`config.mk`:
```
export PLATFORM = sky130hd
export DESIGN_NAME = alu_seq_n
export DESIGN_NICKNAME = d
export VERILOG_FILES = /design/src/rtl/alu_seq_n.sv
export SDC_FILE = /design/constraint.sdc
export NUM_CORES = 1
export LEC_CHECK = 0
export CAP_MARGIN = 20
export CORE_MARGIN = 4
export CORE_UTILIZATION = 45
export CTS_CLUSTER_SIZE = 24
export DETAILED_ROUTE_END_ITERATION = 7
export PLACE_DENSITY = 0.61
export SETUP_SLACK_MARGIN = 0.02
export SYNTH_ARGS = -nofsm -noshare
export SYNTH_HDL_FRONTEND = slang
export SYNTH_SLANG_ARGS = --single-unit
```
`constraint.sdc`:
```
create_clock -name CLK -period 2.95 [get_ports CLK]
set_input_delay 0.295 -clock CLK [delete_from_list [all_inputs] [get_ports CLK]]
set_output_delay 0.295 -clock CLK [all_outputs]
set_load 0.01 [all_outputs]
```
`src/rtl/alu_seq_n.sv`:
```
// Parametrised W-bit ALU with a start/busy/done handshake.
// Logic, add/sub and shift ops finish in one cycle; mul (shift-add) and div (restoring) take W cycles.
module alu_seq_n #(
    parameter int unsigned W = 8
) (
    input  logic         CLK,
    input  logic         CLR,
    input  logic         start,
    input  logic [4:0]   f,
    input  logic         v,
    input  logic [W-1:0] a,
    input  logic [W-1:0] b,
    output logic [W-1:0] y,
    output logic         busy,
    output logic         done,
    output logic         dz
);

    localparam logic [4:0] OP_ADD = 5'b00010;
    localparam logic [4:0] OP_SUB = 5'b00011;
    localparam logic [4:0] OP_AND = 5'b01000;
    localparam logic [4:0] OP_OR  = 5'b01100;
    localparam logic [4:0] OP_SHL = 5'b00000;
    localparam logic [4:0] OP_SHR = 5'b10000;
    localparam logic [4:0] OP_MUL = 5'b00100;
    localparam logic [4:0] OP_DIV = 5'b00110;
    localparam int unsigned CW = $clog2(W);

    typedef enum logic {IDLE, CALC} state_t;

    state_t          state;
    logic [CW-1:0]   cnt;
    logic            is_div;
    logic            v_r;
    logic [W-1:0]    a_r;
    logic [W-1:0]    b_r;
    logic [2*W-1:0]  acc;
    logic [W:0]      rem;

    logic [W:0]      sum;
    logic [W:0]      diff;
    logic [W-1:0]    alu_y;
    logic [W:0]      mul_add;
    logic [2*W-1:0]  mul_next;
    logic [W:0]      div_sh;
    logic [W:0]      div_diff;
    logic            div_ge;
    logic [W:0]      rem_next;
    logic [W-1:0]    quo_next;
    logic [2*W-1:0]  acc_next;
    logic [W-1:0]    calc_y;

    always_comb begin
        sum   = {1'b0, a} + {1'b0, b};
        diff  = {1'b0, a} - {1'b0, b};
        alu_y = '0;
        case (f)
            OP_ADD:  alu_y = v ? {{(W-1){1'b0}}, sum[W]} : sum[W-1:0];
            OP_SUB:  alu_y = v ? {W{diff[W]}} : diff[W-1:0];
            OP_AND:  alu_y = a & b;
            OP_OR:   alu_y = a | b;
            OP_SHL:  alu_y = {a[W-2:0], 1'b0};
            OP_SHR:  alu_y = {1'b0, a[W-1:1]};
            default: alu_y = '0;
        endcase

        // mul: acc = {partial high, remaining multiplier bits}; add a, then shift right one
        mul_add  = {1'b0, acc[2*W-1:W]} + (acc[0] ? {1'b0, a_r} : '0);
        mul_next = {mul_add, acc[W-1:1]};

        // div: quotient bits shift in at acc[0] while dividend bits shift out of acc[W-1]
        div_sh   = {rem[W-1:0], acc[W-1]};
        div_diff = div_sh - {1'b0, b_r};
        div_ge   = (div_sh >= {1'b0, b_r});
        rem_next = div_ge ? div_diff : div_sh;
        quo_next = {acc[W-2:0], div_ge};

        acc_next = is_div ? {{W{1'b0}}, quo_next} : mul_next;
        if (is_div)
            calc_y = v_r ? rem_next[W-1:0] : quo_next;
        else
            calc_y = v_r ? mul_next[2*W-1:W] : mul_next[W-1:0];
    end

    always_ff @(posedge CLK or negedge CLR) begin
        if (!CLR) begin
            state  <= IDLE;
            cnt    <= '0;
            is_div <= 1'b0;
            v_r    <= 1'b0;
            a_r    <= '0;
            b_r    <= '0;
            acc    <= '0;
            rem    <= '0;
            y      <= '0;
            busy   <= 1'b0;
            done   <= 1'b0;
            dz     <= 1'b0;
        end else begin
            done <= 1'b0;
            case (state)
                IDLE: begin
                    if (start) begin
                        if (f == OP_MUL || f == OP_DIV) begin
                            is_div <= (f == OP_DIV);
                            v_r    <= v;
                            a_r    <= a;
                            b_r    <= b;
                            acc    <= (f == OP_DIV) ? {{W{1'b0}}, a} : {{W{1'b0}}, b};
                            rem    <= '0;
                            cnt    <= CW'(W - 1);
                            busy   <= 1'b1;
                            state  <= CALC;
                        end else begin
                            y    <= alu_y;
                            done <= 1'b1;
                            dz   <= 1'b0;
                        end
                    end
                end
                CALC: begin
                    acc <= acc_next;
                    if (is_div)
                        rem <= rem_next;
                    cnt <= cnt - 1'b1;
                    if (cnt == '0) begin
                        y     <= calc_y;
                        done  <= 1'b1;
                        busy  <= 1'b0;
                        dz    <= is_div && (b_r == '0);
                        state <= IDLE;
                    end
                end
                default: state <= IDLE;
            endcase
        end
    end

endmodule
```
==> After elaboration in Yosys (flattened, before gate mapping) <==
Cells that the tools add are included.
Widths: inputs -> output; s select.
{ "word_totals": {"in_bits": 25, "mem_count": 0, "output_inout_bits": 11, "mem_bits_ro": 0, "elab_cells": 83, "ram_bits": 0, "latchBits": 0, "register_bits": 57} }
{ "classes": {"n_addsub": 5, "bitwise": 3, "n_mux": 40, "n_shift": 0, "order_cmp": 1, "div_mod_pow": 0, "n_mul": 0, "eq_ne": 12, "reduce_logical": 10} }
{ "ops": {"columns": ["cell", "count"], "rows": [
  ["$mux 8", 14],
  ["$mux 16", 3],
  ["$pmux 8 s6", 1],
  ["$pmux 16 s2", 1],
  ["$pmux 8 s2", 2],
  ["$add 8x8->9", 2],
  ["$mux 1", 12],
  ["$reduce_and 3->1", 4],
  ["$eq 5x2->1 const B", 2],
  ["$eq 5x3->1 const B", 2],
  ["$eq 5x4->1 const B", 2],
  ["$ge 9x8->1", 1],
  ["$sub 8x8->9", 1],
  ["$and 8x8->8", 1],
  ["$logic_not 8->1", 1],
  ["$or 8x8->8", 1],
  ["$pmux 1 s2", 4],
  ["$sub 8x8->8", 1],
  ["$mux 3", 2],
  ["$ne 2x2->1 const B", 3],
  ["$pmux 3 s2", 1],
  ["$eq 5x5->1 const B", 1],
  ["$logic_not 5->1", 1],
  ["$ne 2x1->1 const B", 2],
  ["6 further kinds", 6]
]} }

==> Depth between registers and ports, before layout <==
Gate-level depths: netlist of run 1.
{ "logic_depth": {"ltp_word": 6, "ltp_mapped": 11, "depth_no_buf": 10} }

==> Least setup slack after synthesis of run 1 <==
Ideal clock, no wire load.
{ "synth_path": {"path_type": "reg-to-reg", "from": "register acc[0]", "to": "register y[5]", "period_less_slack_ns": 2.386, "arrival_time_ns": 2.262, "t_required_ns": 2.826, "setup_ns": 0.124, "path_buffers": 1, "path_slack_ns": 0.564, "path_stages_with_launch": 12, "cell_sequence": "dfrtp_1 clkbuf_1 and2_1 ha_1 inv_1 fa_1 nor2b_1 o31a_1 o22ai_1 xnor2_1 o21ba_2 a211o_1"} }
{ "synth_between": {"elab_chain_len": 6} }
{ "synth_rtl": {"columns": ["item", "line", "rtl"], "rows": [
  ["from (decl)", "37", "logic [2*W-1:0] acc;"],
  ["from (signal assigned)", "109", "acc <= (f == OP_DIV) ? {{W{1'b0}}, a} : {{W{1'b0}}, b};"],
  ["from (signal assigned)", "122", "acc <= acc_next;"],
  ["$mux 8", "68", "mul_add = {1'b0, acc[2*W-1:W]} + (acc[0] ? {1'b0, a_r} : '0);"],
  ["$add 8x8->9", "68", null],
  ["$mux 8", "82", "calc_y = v_r ? mul_next[2*W-1:W] : mul_next[W-1:0];"],
  ["$mux 8", "79", "if (is_div)"],
  ["$mux 8", "126", "if (cnt == '0) begin"],
  ["$pmux 8 s2", "101", "case (state)"],
  ["to (signal assigned)", "115", "y <= alu_y;"],
  ["to (signal assigned)", "127", "y <= calc_y;"],
  ["to (decl)", "13", "output logic [W-1:0] y,"]
]} }
No other way between the ends. The select of a mux whose other input is x is not followed.
A chain may end at the register's enable or synchronous reset.

==> Final worst setup path of run 1 <==
{ "layout_path": {"from": "input b[4]", "to": "register y[5]"} }
{ "layout_between": {"elab_chain_len": 6, "elab_cells_between_ends": 8, "classes_between": "add/sub (2); mux (6)"} }
{ "layout_rtl": {"columns": ["item", "line", "rtl"], "rows": [
  ["from (decl)", "12", "input logic [W-1:0] b,"],
  ["$sub 8x8->9 / $add 8x8->9 (equally long branches)", "55, 54", null],
  ["$mux 8, on equally long branches", "59, 58", null],
  ["$pmux 8 s6 *", "57", "case (f)"],
  ["$mux 8 *", "104", "if (f == OP_MUL || f == OP_DIV) begin"],
  ["$mux 8 *", "103", "if (start) begin"],
  ["$pmux 8 s2 *", "101", null]
]} }
Every way passes the cells marked *; elsewhere a longest branch is shown, timed or not. The select of a mux whose other input is x is not followed.

==> results of run 1 <==
[cell families (layout without fill, tap and decap cells)]
group           Yosys count  count (layout)  synth area share [%]
compound gates          204             204                 27.23
xor+xnor                 11              11                 1.894
fa+ha+maj                48              48                 12.40
buf+inv                  76             129                 6.544
flops                    57              57                 28.04
mux                      24              24                 4.846
simple gates            190             190                 19.04
[how the worst max path moves through the flow]
stage,depth (start not counted),to,startpoint,slack (ns)
after global routing,10,y[7],a_r[0],0.06
after CTS,9,y[5],b[4],0.16
after detailed placement,9,y[5],b[4],-0.19
after floorplan,11,y[5],acc[0],0.56
after global placement,9,y[5],b[4],-0.16
final,9,y[5],b[4],0.22
[registers in the layout, indices dropped and copies added, names as in the netlist]
register  count
a_r           8
acc          16
b_r           8
busy          1
cnt           3
done          1
dz            1
is_div        1
rem           8
state         1
v_r           1
y             8
[report_power, final]
part	switching (uW)	internal (uW)	leakage, uW
logic	1620	1180	0.00178
clock network	364	673	0.000142
registers	332	1110	0.000711
[layout by cell type (no fill, tap or decap), types with 3 or more instances in the layout]
master	n
o21ai_0	58
dfrtp_1	57
nand2_1	54
ha_1	44
inv_1	42
a21oi_1	39
nor2_1	36
buf_4	35
clkdlybuf4s50_1	34
nand3_1	19
mux2i_1	19
a211oi_1	18
and2_1	15
nor3_1	14
nor2b_1	9
o211ai_1	9
a21o_1	9
clkbuf_16	9
a31oi_1	8
and3_1	7
a211o_1	7
xnor2_1	7
o21a_1	6
nor4_1	6
nand2b_1	5
mux2_2	5
a22o_1	4
xor2_1	4
fa_1	4
o31a_1	3
o22ai_1	3
o31ai_1	3
o311ai_0	3
or4_1	3
o32a_1	3
or3_1	3
[final cells by class]
class | instances | share of cell area [%]
clock buffer | 11 | 4.045
clock inverter | 5 | 0.9174
inverter | 43 | 2.773
multi-input combinational | 477 | 55.44
sequential | 57 | 23.77
tap | 140 | 2.919
timing repair buffer | 70 | 10.13
[stage by stage]
step	setup TNS (ns)	hold WS (ns)	util, %
2_1_floorplan	0	-0.0005911	-
3_3_place_gp	-0.1647	0.4608	52.15
3_5_place_dp	-0.1979	0.4678	52.15
4_1_cts	0	0.1456	54.87
5_1_grt	0	0.1910	54.87
6_report	0	0.1073	54.87
[critical path, cell delays in order]
cell,delay [ns]
clkdlybuf4s50_1,0.52
inv_1,0.11
ha_1,0.41
or3_1,0.41
a2111oi_0,0.49
a211oi_1,0.15
nand3_1,0.13
a31oi_1,0.13
a211o_1,0.29
[per-layer routing]
metal / track usage (%) / vias up
met5: 0 / -
met4: 11.16 / 0
met2: 38.72 / 169
met1: 33.63 / 2270
met3: 3.964 / 38
li1: - / 2334
==> reports/summary.txt, run 1 <==
Peak VDD IR: 0.0005211 V
Post-CTS resize count: 0
Vias in the first global route: 4729
Reg clk slew, reported paths: 0.06 ns
Hold Fails Final Rpt: 0
Commonest cells in the netlist: 58 x o21ai_0, 57 x dfrtp_1, 54 x nand2_1, 44 x ha_1, 42 x inv_1
Status: complete, no violations
Clock Root Buffer: clkbuf_16
Pre-CTS setup slack: -0.1909 ns
Core Box Area: 0.01094 sq mm
Ys async rst share: 100.0%
Post-route insts no fill: 803
Top cells by area, synth: dfrtp_1 28%, ha_1 11%, o21ai_0 5.7%, nand2_1 4.0%, a21oi_1 3.8%
Placed Cells: 787
Drt via density: 5.991
Cell Pwr Density: 879.5 mW/mm^2
GR Overflow Total: 0
CTS tree: built
Reg-to-reg setup timing slack: 0.25 ns
MaxCap Viol Count: 0
Register area share after synthesis: 28.04%
Syn Nets: 683
Clock H-tree levels: 3
Final setup margin: 0.2245 ns
Fillers: 1048
Row Count: 38
Syn Std Cell Area: 0.005086 sq mm
First-pass iteration count of the detailed router: 5
Clk Latency, worst-skew pair: 0.33 ns
Die X: 114.3 um
R2R Path End: y[7]
Peak Freq: 366.9 MHz
Die ar.: 0.01307 sq mm
Die height: 114.3 um
FF-to-FF path depth: 10
Worst EP arrival: 2.94 ns
Clk sinks: 57
Share of cells above drive strength 1: 10.86%
Library cells used by synthesis: 75
Hold Crit Class: in -> async
Total power: 5278 uW
Clk_skew: 0.007743 ns
Post-CTS Setup Repair Bufs: 0
Footprint of the multi-input gates: 0.003327 sq mm
Routed wl met2: 7029 um
M1 WL: 7225 um
Detailed Route Iter0 Violations: 376
Max Fanout on Critical Path: 8
Met3 wire length: 810 um
Data required, critical path: 3.17 ns
Routed WL per cell: 19.55 um
Startpoint Class: primary input
First-pass GRT wire length: 25160 um
Antenna viol nets, final: 0
Reg2reg start: acc[0]
Total CTS buffers: 9
Routed via count: 4811
Final Cycle Share: 92.39%
Top Ports: 36
Leak: 0.002631 uW
Final instance area: 0.006001 sq mm
Post-synthesis cell count: 610
Worst setup EP type: flop
Final setup violating endpoints: 0
Post-Syn Area per Cell: 8.338 sq um
DPL Wire Length: 12440 um
Placed instance area: 0.005703 sq mm
Actual slew at the worst max-slew pin: 0.7489 ns
Rel. slew slack: 50.08%
Pin count of the biggest net entering global routing: 58
Yosys top cell by area: dfrtp_1
GRT Util Overall: 24.73%
Highest Signal Layer: met4
Cts hold-fix bufs: 0
CTS Buffer Depth: 2
Storage cell area: 0.001426 sq mm
Count leader, synth: o21ai_0
Antenna violations before repair: 0
Synthesis-to-finish area growth: 17.98%
Critical path type: in -> reg
#FFs+latches synth: 57
I/O Buffers: 35
Crit path time final: 2.725 ns
Post-route DRC violation count: 0
Synth top area share: 28.04%
Post-synth EDFFs: 0
Initial Util: 46.51%
RSZ-0062 raised after global routing: no
Total wire length: 15700 um
Yosys warning total: 0
Pins Over Slew Limit: 0
Post-synth top flop: dfrtp_1
Number of antenna repair diodes: 0
Nets: 731
GPL Wtd Cong: 0.8981
(Power assumes the default switching activity.)
==> run 2: changes to the inputs <==
Settings changed: RECOVER_POWER from default to 100.
==> run 2 against run 1 <==
Compared with the run above:
- global-route usage unchanged
- first-iteration DRC count up 3.2%
- sequential share of layout area up 0.070 points
- largest cell class unchanged
==> reports/summary.txt, run 2 (synthesis results as in run 1) <==
Status: complete, no violations
Peak VDD IR: 0.0005107 V
Post-route insts no fill: 803
Max Fanout on Critical Path: 8
Vias in the first global route: 4729
Initial Util: 46.51%
Worst EP arrival: 2.94 ns
Crit path from: b[4]
Hold Crit Class: in -> async
Worst setup EP type: flop
Total power: 5240 uW
Post-route DRC violation count: 0
Final setup margin: 0.2258 ns
Die height: 114.3 um
RSZ-0062 raised after global routing: no
Post-CTS resize count: 0
Synthesis-to-finish area growth: 17.64%
Total wire length: 15650 um
Rel. slew slack: 3.094%
Die X: 114.3 um
I/O Buffers: 35
Max FFs per register: 16
Clk_skew: 0.007267 ns
Drt via density: 5.954
Share of cells above drive strength 1: 10.41%
Leak: 0.002636 uW
Hold Fails Final Rpt: 0
GPL Wtd Cong: 0.8981
Row Count: 38
Number of antenna repair diodes: 0
Clk sinks: 57
Final Cycle Share: 92.35%
Data required, critical path: 3.17 ns
Biggest register: acc
Total CTS buffers: 9
Die ar.: 0.01307 sq mm
Detailed Route Iter0 Violations: 388
Pin count of the biggest net entering global routing: 58
First-pass GRT wire length: 25160 um
Antenna violations before repair: 0
Core Box Area: 0.01094 sq mm
Post-CTS Setup Repair Bufs: 0
Antenna viol nets, final: 0
Nets: 731
Actual slew at the worst max-slew pin: 1.454 ns
Top Ports: 36
Pins Over Slew Limit: 0
Final setup violating endpoints: 0
Reg-to-reg setup timing slack: 0.27 ns
Pre-CTS setup slack: -0.1909 ns
Cell Pwr Density: 875.8 mW/mm^2
Peak Freq: 367.1 MHz
FF-to-FF path depth: 10
CTS Buffer Depth: 2
First-pass iteration count of the detailed router: 5
CTS tree: built
Cts hold-fix bufs: 0
Clk Latency, worst-skew pair: 0.33 ns
Fillers: 1053
Most common cell after layout, fill and taps aside: o21ai_0
R2R Path End: y[7]
Critical path type: in -> reg
Reg clk slew, reported paths: 0.06 ns
Placed Cells: 787
Clock H-tree levels: 3
Min Hold Slack: 0.3829 ns
Commonest cells after routing, fill and taps aside: 58 x o21ai_0, 57 x dfrtp_1, 54 x nand2_1
MaxCap Viol Count: 0
GRT Util Overall: 24.73%
Final Util: 54.71%
Startpoint Class: primary input
Crit path time final: 2.724 ns
Reg2reg start: acc[0]
Routed via count: 4781
GR Overflow Total: 0
DPL Wire Length: 12440 um
Clock Root Buffer: clkbuf_16
Routed WL per cell: 19.49 um
[run 2: per-layer routing]
layer	global-route usage [%]	up-vias	share of wire (%)
met5	0	-	0
met4	11.16	0	3.9
met3	3.964	39	5.2
met2	38.72	144	45
met1	33.63	2264	46
li1	-	2334	-
[run 2: worst max-delay path by stage]
stage	end	slack, ns	depth (start not counted)
2_1_floorplan	y[5]	0.56	11
3_3_place_gp	y[5]	-0.16	9
3_5_place_dp	y[5]	-0.19	9
4_1_cts	y[5]	0.16	9
5_1_grt	y[7]	0.05	10
6_report	y[5]	0.23	9
[run 2: per-stage QoR]
| step | area [sq um] | TNS [ns] |
|---|---|---|
| 2_1_floorplan | 5086 | 0 |
| 3_3_place_gp | 5703 | -0.1647 |
| 3_5_place_dp | 5703 | -0.1979 |
| 4_1_cts | 6001 | 0 |
| 5_1_grt | 5983 | 0 |
| 6_report | 5983 | 0 |
[run 2: power by group]
part | internal [uW] | switching, uW | leakage [uW] | total [uW]
sequential | 1110 | 329 | 0.000711 | 1440
combinational | 1150 | 1610 | 0.00178 | 2760
clock | 673 | 366 | 0.000142 | 1040
total | 2930 | 2310 | 0.00264 | 5240
[run 2: area by class of cell]
class | instances | area, sq um | share of cell area [%]
Inverter | 43 | 166.4 | 2.781
Clock inverter | 5 | 55.05 | 0.9201
Multi-Input combinational cell | 477 | 3322 | 55.52
Tap cell | 140 | 175.2 | 2.928
Sequential cell | 57 | 1426 | 23.84
Timing Repair Buffer | 70 | 595.6 | 9.954
Clock buffer | 11 | 242.7 | 4.057
[run 2: worst max-delay path, stage by stage]
cell and delay [ns]:
clkdlybuf4s50_1 0.52, inv_1 0.11, ha_1 0.41, or3_1 0.41, a2111oi_0 0.49, a211oi_1 0.15, nand3_1 0.13, a31oi_1 0.13
a211o_1 0.29
==> run 3: changes to the inputs <==
Settings changed: CTS_CLUSTER_DIAMETER from default to 30.
==> results of run 3 <==
No change in the layout: final DEF, timing and power equal those of run 2.
